--- src/rtl/mrcontrol_pkg.sv ---
// Shared definitions for the micro-sequencer: state encoding, jump condition
// codes, destination region codes and instruction field positions.
package mrcontrol_pkg;

  typedef enum logic [2:0] {
    ST_IDLE = 3'd0,
    ST_T1   = 3'd1,
    ST_T2   = 3'd2,
    ST_T3   = 3'd3,
    ST_EXEC = 3'd4,
    ST_HALT = 3'd5
  } state_t;

  localparam logic [2:0] COND_NEVER   = 3'd0;
  localparam logic [2:0] COND_ALWAYS  = 3'd1;
  localparam logic [2:0] COND_ZERO    = 3'd2;
  localparam logic [2:0] COND_NONZERO = 3'd3;
  localparam logic [2:0] COND_ODD     = 3'd4;
  localparam logic [2:0] COND_NEG     = 3'd5;

  // Top two bits of the destination address select the store strobe
  localparam logic [1:0] REGION_REG = 2'b00;
  localparam logic [1:0] REGION_ALU = 2'b01;
  localparam logic [1:0] REGION_IO  = 2'b10;
  localparam logic [1:0] REGION_RAM = 2'b11;

  localparam int MOVI_BIT = 0;
  localparam int HALT_BIT = 1;
  localparam int COND_LSB = 2;
  localparam int COND_MSB = 4;

endpackage

--- src/rtl/mrcontrol_cond.sv ---
// Combinational jump-condition evaluator: decodes the COND field of the
// instruction against the accumulator.
module mrcontrol_cond
  import mrcontrol_pkg::*;
#(
  parameter int WIDTH = 16
) (
  input  logic [WIDTH-1:0] I,
  input  logic [WIDTH-1:0] ALU_ACC,
  output logic             taken
);

  logic [2:0] cond;
  logic       unused_bits;

  assign cond        = I[COND_MSB:COND_LSB];
  assign unused_bits = ^{I[WIDTH-1:COND_MSB+1], I[COND_LSB-1:0]};

  always_comb begin
    taken = 1'b0;
    case (cond)
      COND_NEVER:   taken = 1'b0;
      COND_ALWAYS:  taken = 1'b1;
      COND_ZERO:    taken = (ALU_ACC == '0);
      COND_NONZERO: taken = (ALU_ACC != '0);
      COND_ODD:     taken = ALU_ACC[0];
      COND_NEG:     taken = ALU_ACC[WIDTH-1];
      default:      taken = 1'b0;
    endcase
  end

endmodule

--- src/rtl/mrcontrol_seq.sv ---
// Micro-sequencer: fetch (T1), operand (T2), destination (T3) and execute
// phases over a ready-handshaked bus, with HALT exited only by reset.
module mrcontrol_seq
  import mrcontrol_pkg::*;
#(
  parameter int WIDTH    = 16,
  parameter int PC_ADDR  = 64,
  parameter int IMM_ADDR = 72,
  parameter int IDLE_SRC = 129
) (
  input  logic             CLK,
  input  logic             RST,
  input  logic             RUN,
  input  logic             RDY,
  input  logic [WIDTH-1:0] I,
  input  logic [WIDTH-1:0] ALU_ACC,
  input  logic [WIDTH-1:0] D_IN,
  output logic [WIDTH-1:0] DST,
  output logic [WIDTH-1:0] SRC,
  output logic             STO_RAM,
  output logic             STO_REG,
  output logic             STO_ALU,
  output logic             STO_IO,
  output logic             J,
  output logic             PC_E,
  output logic             HALTED,
  output logic [2:0]       PHASE
);

  localparam logic [WIDTH-1:0] PC_W   = WIDTH'(PC_ADDR);
  localparam logic [WIDTH-1:0] IMM_W  = WIDTH'(IMM_ADDR);
  localparam logic [WIDTH-1:0] IDLE_W = WIDTH'(IDLE_SRC);

  state_t           state_reg, state_next;
  logic [WIDTH-1:0] src_reg, dst_reg;
  logic             taken;

  mrcontrol_cond #(.WIDTH(WIDTH)) u_cond (
    .I      (I),
    .ALU_ACC(ALU_ACC),
    .taken  (taken)
  );

  always_ff @(posedge CLK or negedge RST) begin
    if (!RST) begin
      state_reg <= ST_IDLE;
      src_reg   <= '0;
      dst_reg   <= '0;
    end else begin
      state_reg <= state_next;
      if (state_reg == ST_T2 && RDY) src_reg <= D_IN;
      if (state_reg == ST_T3 && RDY) dst_reg <= D_IN;
    end
  end

  always_comb begin
    state_next = state_reg;
    case (state_reg)
      ST_IDLE: if (RUN) state_next = ST_T1;
      ST_T1:   if (RDY) state_next = ST_T2;
      ST_T2:   if (RDY) state_next = ST_T3;
      ST_T3:   if (RDY) state_next = ST_EXEC;
      ST_EXEC: if (RDY) state_next = I[HALT_BIT] ? ST_HALT : ST_T1;
      ST_HALT: state_next = ST_HALT;
      default: state_next = ST_IDLE;
    endcase
  end

  // Strobes and J are level outputs, so a stall simply keeps them asserted
  always_comb begin
    DST     = '0;
    SRC     = IDLE_W;
    STO_RAM = 1'b0;
    STO_REG = 1'b0;
    STO_ALU = 1'b0;
    STO_IO  = 1'b0;
    J       = 1'b0;
    PC_E    = 1'b0;
    case (state_reg)
      ST_T1: begin
        DST     = PC_W;
        STO_REG = 1'b1;
        PC_E    = RDY;
      end
      ST_T2: begin
        DST     = IMM_W;
        STO_REG = I[MOVI_BIT];
        PC_E    = RDY;
      end
      ST_T3: PC_E = RDY;
      ST_EXEC: begin
        DST = dst_reg;
        SRC = I[MOVI_BIT] ? IMM_W : src_reg;
        case (dst_reg[WIDTH-1:WIDTH-2])
          REGION_REG: STO_REG = 1'b1;
          REGION_ALU: STO_ALU = 1'b1;
          REGION_IO:  STO_IO  = 1'b1;
          default:    STO_RAM = 1'b1;
        endcase
        J    = taken;
        PC_E = taken;
      end
      default: ;
    endcase
  end

  assign HALTED = (state_reg == ST_HALT);
  assign PHASE  = state_reg;

endmodule

--- config.mk ---
export PLATFORM = sky130hd
export DESIGN_NAME = mrcontrol_seq
export DESIGN_NICKNAME = d
export VERILOG_FILES = /design/src/rtl/mrcontrol_pkg.sv /design/src/rtl/mrcontrol_cond.sv /design/src/rtl/mrcontrol_seq.sv
export SDC_FILE = /design/constraint.sdc
export NUM_CORES = 1
export LEC_CHECK = 0
export ABC_CLOCK_PERIOD_IN_PS = 1310
export BUFFER_PORTS_ARGS = -buffer_cell sky130_fd_sc_hd__buf_4
export CAP_MARGIN = 20
export CORE_MARGIN = 2
export CORE_UTILIZATION = 43
export CTS_BUF_LIST = sky130_fd_sc_hd__clkbuf_4
export DETAILED_ROUTE_END_ITERATION = 10
export PLACE_DENSITY = 0.77
export SLEW_MARGIN = 10
export SYNTH_ARGS = -nofsm -noshare
export SYNTH_HDL_FRONTEND = slang
export SYNTH_HIERARCHICAL = 1
export SYNTH_SLANG_ARGS = --single-unit
--- constraint.sdc ---
create_clock -name CLK -period 1.31 [get_ports CLK]
set_input_delay 0.0655 -clock CLK [delete_from_list [all_inputs] [get_ports CLK]]
set_output_delay 0.0655 -clock CLK [all_outputs]
set_load 0.05 [all_outputs]
==> run metrics <==
status finished with violations; failing checks setup timing; First-pass DRT Iterations 4; synthesized area 1940 µm²; Hold Path Class in2reg; Commonest cells post-synth dfrtp_1 (35), and2_1 (28), mux2_4 (20); Int Pwr 0.00429 W; H-Tree Depth 2; Clock Root Buffer clkbuf_4; Final Skew 0.0102 ns; Tmin final 1.76 ns; first-pass GRT wire length 8570 µm; Vias/cell 4.92; Syn Nets 210; CP Capture Type output port; Slew HR 70.2%; top cell type's share of synthesized area 45.1%; Die Wd 71.2 µm; RSZ-0062 raised after global routing true; post-place setup slack -0.227 ns; ys flop type dfrtp_1; Max Fanout on Critical Path 5; Sequential Power Share 28.4%; drt drc 0; Area growth syn-to-layout 86.0%; Tot GR Track Use 21.7%; largest net degree at the start of global routing 36; combinational share of power 63.4%; DR WL/cell 15.4 µm; Vias 1668; port bufs 82; Tcrit/Tclk final 134%; EDFF count, synth 0; LEAKAGE 1.72 nW; Final Setup Violations 73; die span in y 71.2 µm; Synth area leader dfrtp_1; layout cell share with drive strength beyond 1 73.9%; sw frac 41.2%; DR iter-0 viols 86; Max Slew Vio Count 0; critical path class reg2out; most frequent cell after synthesis dfrtp_1; worst skew pair latency 0.35 ns; Core Box Area 4350 µm²; Die ar. 5070 µm²; initial antenna violation count 0; # clock sinks 35; dpl hpwl 3410 µm; Synth Warn # 6; dpl cell area 2920 µm²; CTS tree done; Syn Area/Cell 12.3 µm²; Mapped Cells 158; total gr overflow 0; Synth async-reset ratio 100%; nets@finish 338; number of global-route vias before repair 1771; clock power share 8.2%; gpl congestion 0.757; net switching power 0.00300 W; worst slew pin tran 0.447 ns; antenna cells 0; number of CTS-inserted buffers 5; Worst Path Required 1.24 ns; fin area 3610 µm²; Starting Density 44.6%; Hold Fails Final Rpt 0; synthesis-stage register bit count 35; Synth area leaders dfrtp_1 (45%), mux2_4 (15%), and2_1 (9.0%); clock slew at reported path FFs 0.12 ns; sequential fraction of the synthesis area 45.1%; cell row count 24; I/O pins 94; filler cell count 236; post-route antenna net violation count 0; Critical Path Source Type register; pwr dens 2020 nW/µm²; worst vdd ir 1.66 mV; MaxCap Viol Count 0; synth unique cells 34; final wirelength 5230 µm; buffer depth of the longest clock path 2; Peak Freq 0.569 GHz; WP data arrival 1.69 ns; Worst Slack Setup Final -0.448 ns
[layout by cell type (no fill, tap or decap), drive strengths merged]
cell type      n
o22ai          1
nor3b          2
nor3           1
clkbuf         5
xor2           1
and3           2
mux2          32
clkinvlp       2
and2b          1
nand4          1
nor4           4
nand3          1
inv            5
o32ai          1
a21oi          5
and2          28
nor2           7
o21bai         1
or2b           2
clkinv         1
buf          110
dlygate4sd3   18
o32a           1
o21ai          6
o21a           2
o211a          1
nor2b          8
dfrtp         35
nand2          3
[power groups by stage]
| stage | registers [W] | logic, W | clock network (W) |
|---|---|---|---|
| 2_1_floorplan | 0.00207 | 0.00262 | 0 |
| 3_3_place_gp | 0.00201 | 0.00370 | 0 |
| 3_5_place_dp | 0.00203 | 0.00375 | 0 |
| 4_1_cts | 0.00203 | 0.00426 | 0.000604 |
| 5_1_grt | 0.00214 | 0.00489 | 0.000660 |
| 6_report | 0.00207 | 0.00462 | 0.000598 |
[worst paths after layout]
path	from	end	slack, ns	cells past startpoint
min in group asynchronous	RST	dst_reg[14]	0.19	2
max	PHASE[0]	STO_IO	-0.45	4
min	RDY	PHASE[1]	0.08	4
max reg2reg	PHASE[0]	src_reg[11]	-0.27	5
max in group asynchronous	RST	PHASE[2]	0.78	2
min reg2reg	dst_reg[2]	dst_reg[2]	0.52	1
[per-stage QoR]
| stage | util, % | hold WS (ns) | power (W) | TNS [ns] | std cells |
|---|---|---|---|---|---|
| floorplan | - | -0.230 | 0.00470 | -11.66 | 158 |
| global placement | 67.0 | 0.0462 | 0.00571 | -4.35 | 306 |
| detailed placement | 67.0 | 0.0454 | 0.00578 | -4.93 | 306 |
| CTS | 79.0 | 0.0756 | 0.00690 | -20.33 | 334 |
| global route | 83.0 | 0.108 | 0.00769 | -26.80 | 339 |
| finish | 83.0 | 0.0786 | 0.00729 | -22.37 | 339 |
[final cells by class]
cell class                 instances  area, µm²  share of cell area [%]
clock buffer                       5       37.5                    1.04
clock inverter                     3       20.0                   0.554
inverter                           5       18.8                   0.520
multi-input combinational        111       1220                    33.7
sequential                        35        880                    24.4
tap                               52       65.1                    1.80
timing repair buffer             128       1380                    38.1
[cell families (layout without fill, tap and decap cells)]
kind of cell | count (synthesis) | after routing | share of synthesized area (%)
compound gates | 18 | 18 | 5.80
xor+xnor | 1 | 1 | 0.451
buf+inv | 12 | 141 | 4.19
flops | 35 | 35 | 45.1
mux | 32 | 32 | 22.4
simple gates | 60 | 60 | 22.0
[layer usage]
layer	routed length, µm	vias up	GRT usage [%]
met1	2190	812	27.7
li1	-	797	-
met5	0	-	0
met4	64	0	5.66
met2	2730	51	36.6
met3	241	8	5.41
[timing repair]
| item | 4_1_cts | 5_1_grt |
|---|---|---|
| pin swaps | 10 | 16 |
| buffers inserted | 2 | 6 |
| hold buffers | 18 | 0 |
| resized for setup | 76 | 41 |
| endpoints found under the setup margin | 72 | 74 |
| hold endpoints to repair | 68 | 0 |
[worst max-delay path, cell delays in order (launching register included)]
cell and delay [ns]:
dfrtp_2 0.50, nor3b_4 0.35, and2_4 0.20, nor2b_4 0.13, buf_6 0.16
Power figures use the tool's default switching activity.
